## src/rtl/lfsr_crypt_engine.sv

```systemverilog
// LFSR stream-cipher engine: loads preamble length, taps and seed from memory, then
// encrypts (PAD preamble + scrambled message) or decrypts (strips preamble) in place.
module lfsr_crypt_engine #(
  parameter int DW       = 8,
  parameter int LW       = 6,
  parameter int AW       = 8,
  parameter int MSG_LEN  = 50,
  parameter int SRC_BASE = 0,
  parameter int CFG_BASE = 61,
  parameter int DST_BASE = 64,
  parameter logic [DW-1:0] PAD = DW'(8'h5f)
) (
  input  logic          clk,
  input  logic          init,
  input  logic          start,
  input  logic          mode,
  output logic [AW-1:0] mem_raddr,
  input  logic [DW-1:0] mem_rdata,
  output logic          mem_we,
  output logic [AW-1:0] mem_waddr,
  output logic [DW-1:0] mem_wdata,
  output logic          busy,
  output logic          done,
  output logic [LW-1:0] lfsr_state,
  output logic [7:0]    pre_seen
);

  localparam int CW_MIN = $clog2(256 + MSG_LEN);
  localparam int CW     = (AW > CW_MIN) ? AW : CW_MIN;

  typedef enum logic [2:0] {
    IDLE, LD_PRE, LD_TAPS, LD_SEED, ARM, PRE, BODY, DONE
  } state_t;

  state_t        state, state_nxt;
  logic          mode_q;
  logic [7:0]    pre_len;
  logic [LW-1:0] taps, seed, lfsr, lfsr_nxt;
  logic [CW-1:0] src, dst, bcnt;
  logic [DW-1:0] key, plain;
  logic          lfsr_adv, src_inc, dst_inc, pre_inc, bcnt_inc;

  assign lfsr_nxt   = {lfsr[LW-2:0], ^(lfsr & taps)};
  assign key        = DW'(lfsr);
  assign plain      = mem_rdata ^ key;
  assign busy       = (state != IDLE) && (state != DONE);
  assign done       = (state == DONE);
  assign lfsr_state = lfsr;

  always_comb begin
    state_nxt = state;
    mem_raddr = '0;
    mem_we    = 1'b0;
    mem_waddr = '0;
    mem_wdata = '0;
    lfsr_adv  = 1'b0;
    src_inc   = 1'b0;
    dst_inc   = 1'b0;
    pre_inc   = 1'b0;
    bcnt_inc  = 1'b0;
    case (state)
      IDLE:    if (start) state_nxt = LD_PRE;
      LD_PRE:  begin
        mem_raddr = AW'(CFG_BASE);
        state_nxt = LD_TAPS;
      end
      LD_TAPS: begin
        mem_raddr = AW'(CFG_BASE + 1);
        state_nxt = LD_SEED;
      end
      LD_SEED: begin
        mem_raddr = AW'(CFG_BASE + 2);
        state_nxt = ARM;
      end
      ARM:     state_nxt = (pre_len == 8'd0) ? BODY : PRE;
      PRE: begin
        if (!mode_q) begin
          mem_we    = 1'b1;
          mem_waddr = AW'(DST_BASE) + dst[AW-1:0];
          mem_wdata = PAD ^ key;
          lfsr_adv  = 1'b1;
          dst_inc   = 1'b1;
          pre_inc   = 1'b1;
          if (pre_seen == pre_len - 8'd1) state_nxt = BODY;
        end else begin
          mem_raddr = AW'(SRC_BASE) + src[AW-1:0];
          if (plain == PAD && pre_seen < pre_len) begin
            lfsr_adv = 1'b1;
            src_inc  = 1'b1;
            pre_inc  = 1'b1;
          end else begin
            // Exit without consuming: BODY re-reads this source word with the same key.
            state_nxt = BODY;
          end
        end
      end
      BODY: begin
        mem_raddr = AW'(SRC_BASE) + src[AW-1:0];
        mem_we    = 1'b1;
        mem_waddr = AW'(DST_BASE) + dst[AW-1:0];
        mem_wdata = plain;
        lfsr_adv  = 1'b1;
        src_inc   = 1'b1;
        dst_inc   = 1'b1;
        bcnt_inc  = 1'b1;
        if (bcnt == CW'(MSG_LEN - 1)) state_nxt = DONE;
      end
      DONE:    if (start) state_nxt = LD_PRE;
      default: state_nxt = IDLE;
    endcase
  end

  always_ff @(posedge clk or posedge init) begin
    if (init) begin
      state    <= IDLE;
      mode_q   <= 1'b0;
      pre_len  <= '0;
      taps     <= '0;
      seed     <= '0;
      lfsr     <= '0;
      src      <= '0;
      dst      <= '0;
      bcnt     <= '0;
      pre_seen <= '0;
    end else begin
      state <= state_nxt;
      if ((state == IDLE || state == DONE) && start) mode_q <= mode;
      if (state == LD_PRE)  pre_len <= 8'(mem_rdata);
      if (state == LD_TAPS) taps    <= mem_rdata[LW-1:0];
      // An all-zero seed would lock the register up, so it loads as 1.
      if (state == LD_SEED)
        seed <= (mem_rdata[LW-1:0] == '0) ? LW'(1) : mem_rdata[LW-1:0];
      if (state == ARM) begin
        lfsr     <= seed;
        src      <= '0;
        dst      <= '0;
        bcnt     <= '0;
        pre_seen <= '0;
      end else begin
        if (lfsr_adv) lfsr     <= lfsr_nxt;
        if (src_inc)  src      <= src + CW'(1);
        if (dst_inc)  dst      <= dst + CW'(1);
        if (bcnt_inc) bcnt     <= bcnt + CW'(1);
        if (pre_inc)  pre_seen <= pre_seen + 8'd1;
      end
    end
  end

endmodule

```

## config.mk

```make
export PLATFORM = sky130hd
export DESIGN_NAME = lfsr_crypt_engine
export DESIGN_NICKNAME = d
export VERILOG_FILES = /design/src/rtl/lfsr_crypt_engine.sv
export SDC_FILE = /design/constraint.sdc
export NUM_CORES = 1
export LEC_CHECK = 0
export CAP_MARGIN = 20
export CORE_ASPECT_RATIO = 1.1
export CORE_UTILIZATION = 50
export DETAILED_ROUTE_END_ITERATION = 7
export GPL_ROUTABILITY_DRIVEN = 0
export PLACE_DENSITY = 0.74
export SLEW_MARGIN = 20
export SYNTH_ARGS = -nofsm -noshare
export SYNTH_HDL_FRONTEND = slang
export SYNTH_SLANG_ARGS = --single-unit
```

## constraint.sdc

```tcl
create_clock -name clk -period 6.75 [get_ports clk]
set_input_delay 1.0125 -clock clk [delete_from_list [all_inputs] [get_ports clk]]
set_output_delay 1.0125 -clock clk [all_outputs]
set_load 0.01 [all_outputs]
```

==> flow_summary.ini <==
[power_and_ir_drop]
ir_worst_vdd_mv = 0.1127
leakagePower_nw = 1.959
powerDensity_mw_per_mm2 = 179.4

[final_layout]
areaGrowthSynthToFinish_pct = 22.02
drive_above_1_share_pct = 9.035
nNetsFinal = 508
diodes = 0
fin_util_pct = 64.44
final_area_sq_mm = 0.004618
final_cells = 572

[sta]
worstMarginPinSlew_ns = 0.9742
finClkSkew_ns = 0.01011
fin_setup_tns_ns = 0
drv_slew = 0
max_slew_margin_pct = 34.55
hold_violations = 0
finalCritPeriodShare_pct = 63.19
rsz0062_at_grt = no
period_minus_slack_ns = 4.265
max_clock_freq_ghz = 0.2345
setup_violations = 0

[yosys]
synth_area_leaders = dfrtp_1 (42%), nand2_1 (6.3%), mux2_2 (5.7%)
yosysTopAreaCellShare_pct = 41.65
synth_ff_type = dfrtp_1
synth_warnings = 0
yosys.area.top_type = dfrtp_1
ys_ff_latch = 63
synthDistinctLibCells = 45
synthArstFlopShare_pct = 100.0
synth_edf_count = 0
avgSynthCellArea_sq_um = 8.741
ys_seq_area_share_pct = 41.65
synthesis.instances = 433
syn_nets = 459
syn-cell-area_sq_mm = 0.003785

[die]
die_h_microns = 93.25
num_rows = 32
start_util_pct = 52.81
die_w_microns = 84.96
num_io_pins = 53
fp.dieArea_sq_mm = 0.007922
core_sq_mm = 0.007167

[routing]
drt_first_pass_iters = 7
post_drt_wl_per_cell_microns = 16.03
vias = 3336
drc = 1
antenna_left = 0
routed_wl_mm = 9.172
vias_per_cell = 5.832
drt_iter0_markers = 178

[grt]
grt_pass1_vias = 3154
antenna_found_initial = 0
grt-ovfl-total = 0
track_usage_pct = 24.72
grt_max_degree = 64
grt_pass1_wl_mm = 15.19

[critical_path]
crit_fanout = 21
crit_type = flop to output port
crit_required_ns = 5.74
crit_path_start_kind = flop
cp.arrival_ns = 3.25
worst_setup_path_end_kind = output port

[flow_run]
drv_cap = 0

[cts]
cts.sinks = 63
cts_buffers = 9
clkLatencyLatePin_ns = 0.34
cts_tree = done
cts_resized = 0
cts_buffer_depth = 2
clkTransAtPathRegs_ns = 0.07
postCtsSetupRepairBufs = 0
ctsHoldBuffers = 0
cts_max_level = 3
cts-root-buf = clkbuf_8

[placement]
portBuffers = 52
dp.cells = 556
dpl_cell_area_sq_mm = 0.004365
dp_hpwl_mm = 6.476

[run_status]
violations = design-rule violations
status = complete, but fails checks

[hold_path]
min-delay-path-class = flop to flop
-- final timing paths --
check	startpoint	endpoint	slack, ns	cells past startpoint
hold reg to reg	seed[0]	seed[0]	0.49	2
hold / removal	seed[0]	seed[0]	0.49	2
min in group asynchronous	init	dst[0]	1.20	3
max in group asynchronous	init	pre_seen[4]	4.97	3
setup reg to reg	state[2]	dst[5]	3.86	8
setup / recovery	state[2]	mem_waddr[2]	2.48	6
-- synth_stat cells, drive strengths merged (3+ instances only) --
cell type / count
buf: 4
inv: 16
nand3b: 4
nand4: 6
xnor2: 18
mux2: 19
nand3: 17
clkbuf: 13
nor3: 10
o31ai: 7
nand2: 64
and3: 10
dfrtp: 63
mux2i: 3
o21a: 4
o21ai: 37
xor2: 9
a21oi: 30
nand2b: 5
and2: 9
ha: 14
nor2: 33
or3: 8
or4: 5
-- final cells by class --
type / count / area [sq um]
multi-input combinational: 336 / 2076
clock buffer: 10 / 137.6
sequential: 63 / 1577
tap: 85 / 106.4
inverter: 17 / 63.81
fill: 604 / 2549
clock inverter: 6 / 115.1
timing repair buffer: 55 / 543.0
-- kinds of logic (layout without fill, tap and decap cells) --
kind of cell             Yosys count  count (layout)  share of synthesized area, %
AND/OR/NAND/NOR                  179             179                         22.88
flip-flops                        63              63                         41.65
AO/OA/AOI/OAI                     94              94                         14.58
adder cells (fa/ha/maj)           14              14                         4.628
XOR/XNOR                          27              27                         6.248
multiplexers                      22              22                         6.446
buffers and inverters             34              88                         3.570
-- registers in the layout, summed over array words and instances (netlist names) --
register	cells
state	3
dst	8
bcnt	9
src	8
lfsr_state	6
taps	6
seed	6
pre_len	8
pre_seen	8
mode_q	1
-- worst max-delay path, stage by stage, from the launching register on --
cell and delay, ns:
dfrtp_1 0.71, nand3b_1 0.40, nor2_1 0.59, nor2_1 0.20, inv_1 0.26, and2_1 0.21
clkdlybuf4s50_1 0.55
-- report_power, final --
group | internal, mW | switching [mW] | total, mW
Combinational | 0.0151 | 0.0192 | 0.0343
Sequential | 0.379 | 0.00137 | 0.380
Clock | 0.257 | 0.156 | 0.414
Total | 0.651 | 0.177 | 0.828
-- metal layers --
metal / GRT usage [%] / up-vias / routed length (microns)
met5: 0 / - / 0
met1: 31.71 / 1618 / 4109
met2: 41.87 / 80 / 4518
met4: 10.17 / 0 / 187
li1: - / 1622 / -
met3: 3.619 / 16 / 358
-- placed cells by master (no fill, tap or decap), drive strengths merged, types with 4 or more instances in the layout --
cell type	synthesis	final
o21a	4	4
nand3	17	17
and3	10	10
o31ai	7	7
or4	5	5
nand2	64	64
xor2	9	9
mux2	19	19
dfrtp	63	63
o21ai	37	37
nor3	10	10
or3	8	8
inv	16	17
and2	9	9
clkdlybuf4s50	0	52
nand2b	5	5
nor2	33	33
clkbuf	13	10
nand4	6	6
xnor2	18	18
ha	14	14
nand3b	4	4
a21oi	30	30
-- stage by stage --
stage / power (mW) / setup WS [ns] / hold WS, ns
after detailed placement: 0.4226 / 2.839 / 0.4854
final: 0.8285 / 2.485 / 0.4941
after global routing: 0.8563 / 2.114 / 0.5305
after floorplan: 0.4039 / 4.120 / 0.4497
after global placement: 0.4223 / 3.005 / 0.4680
after CTS: 0.8357 / 2.453 / 0.4978
Power figures use the tool's default switching activity.
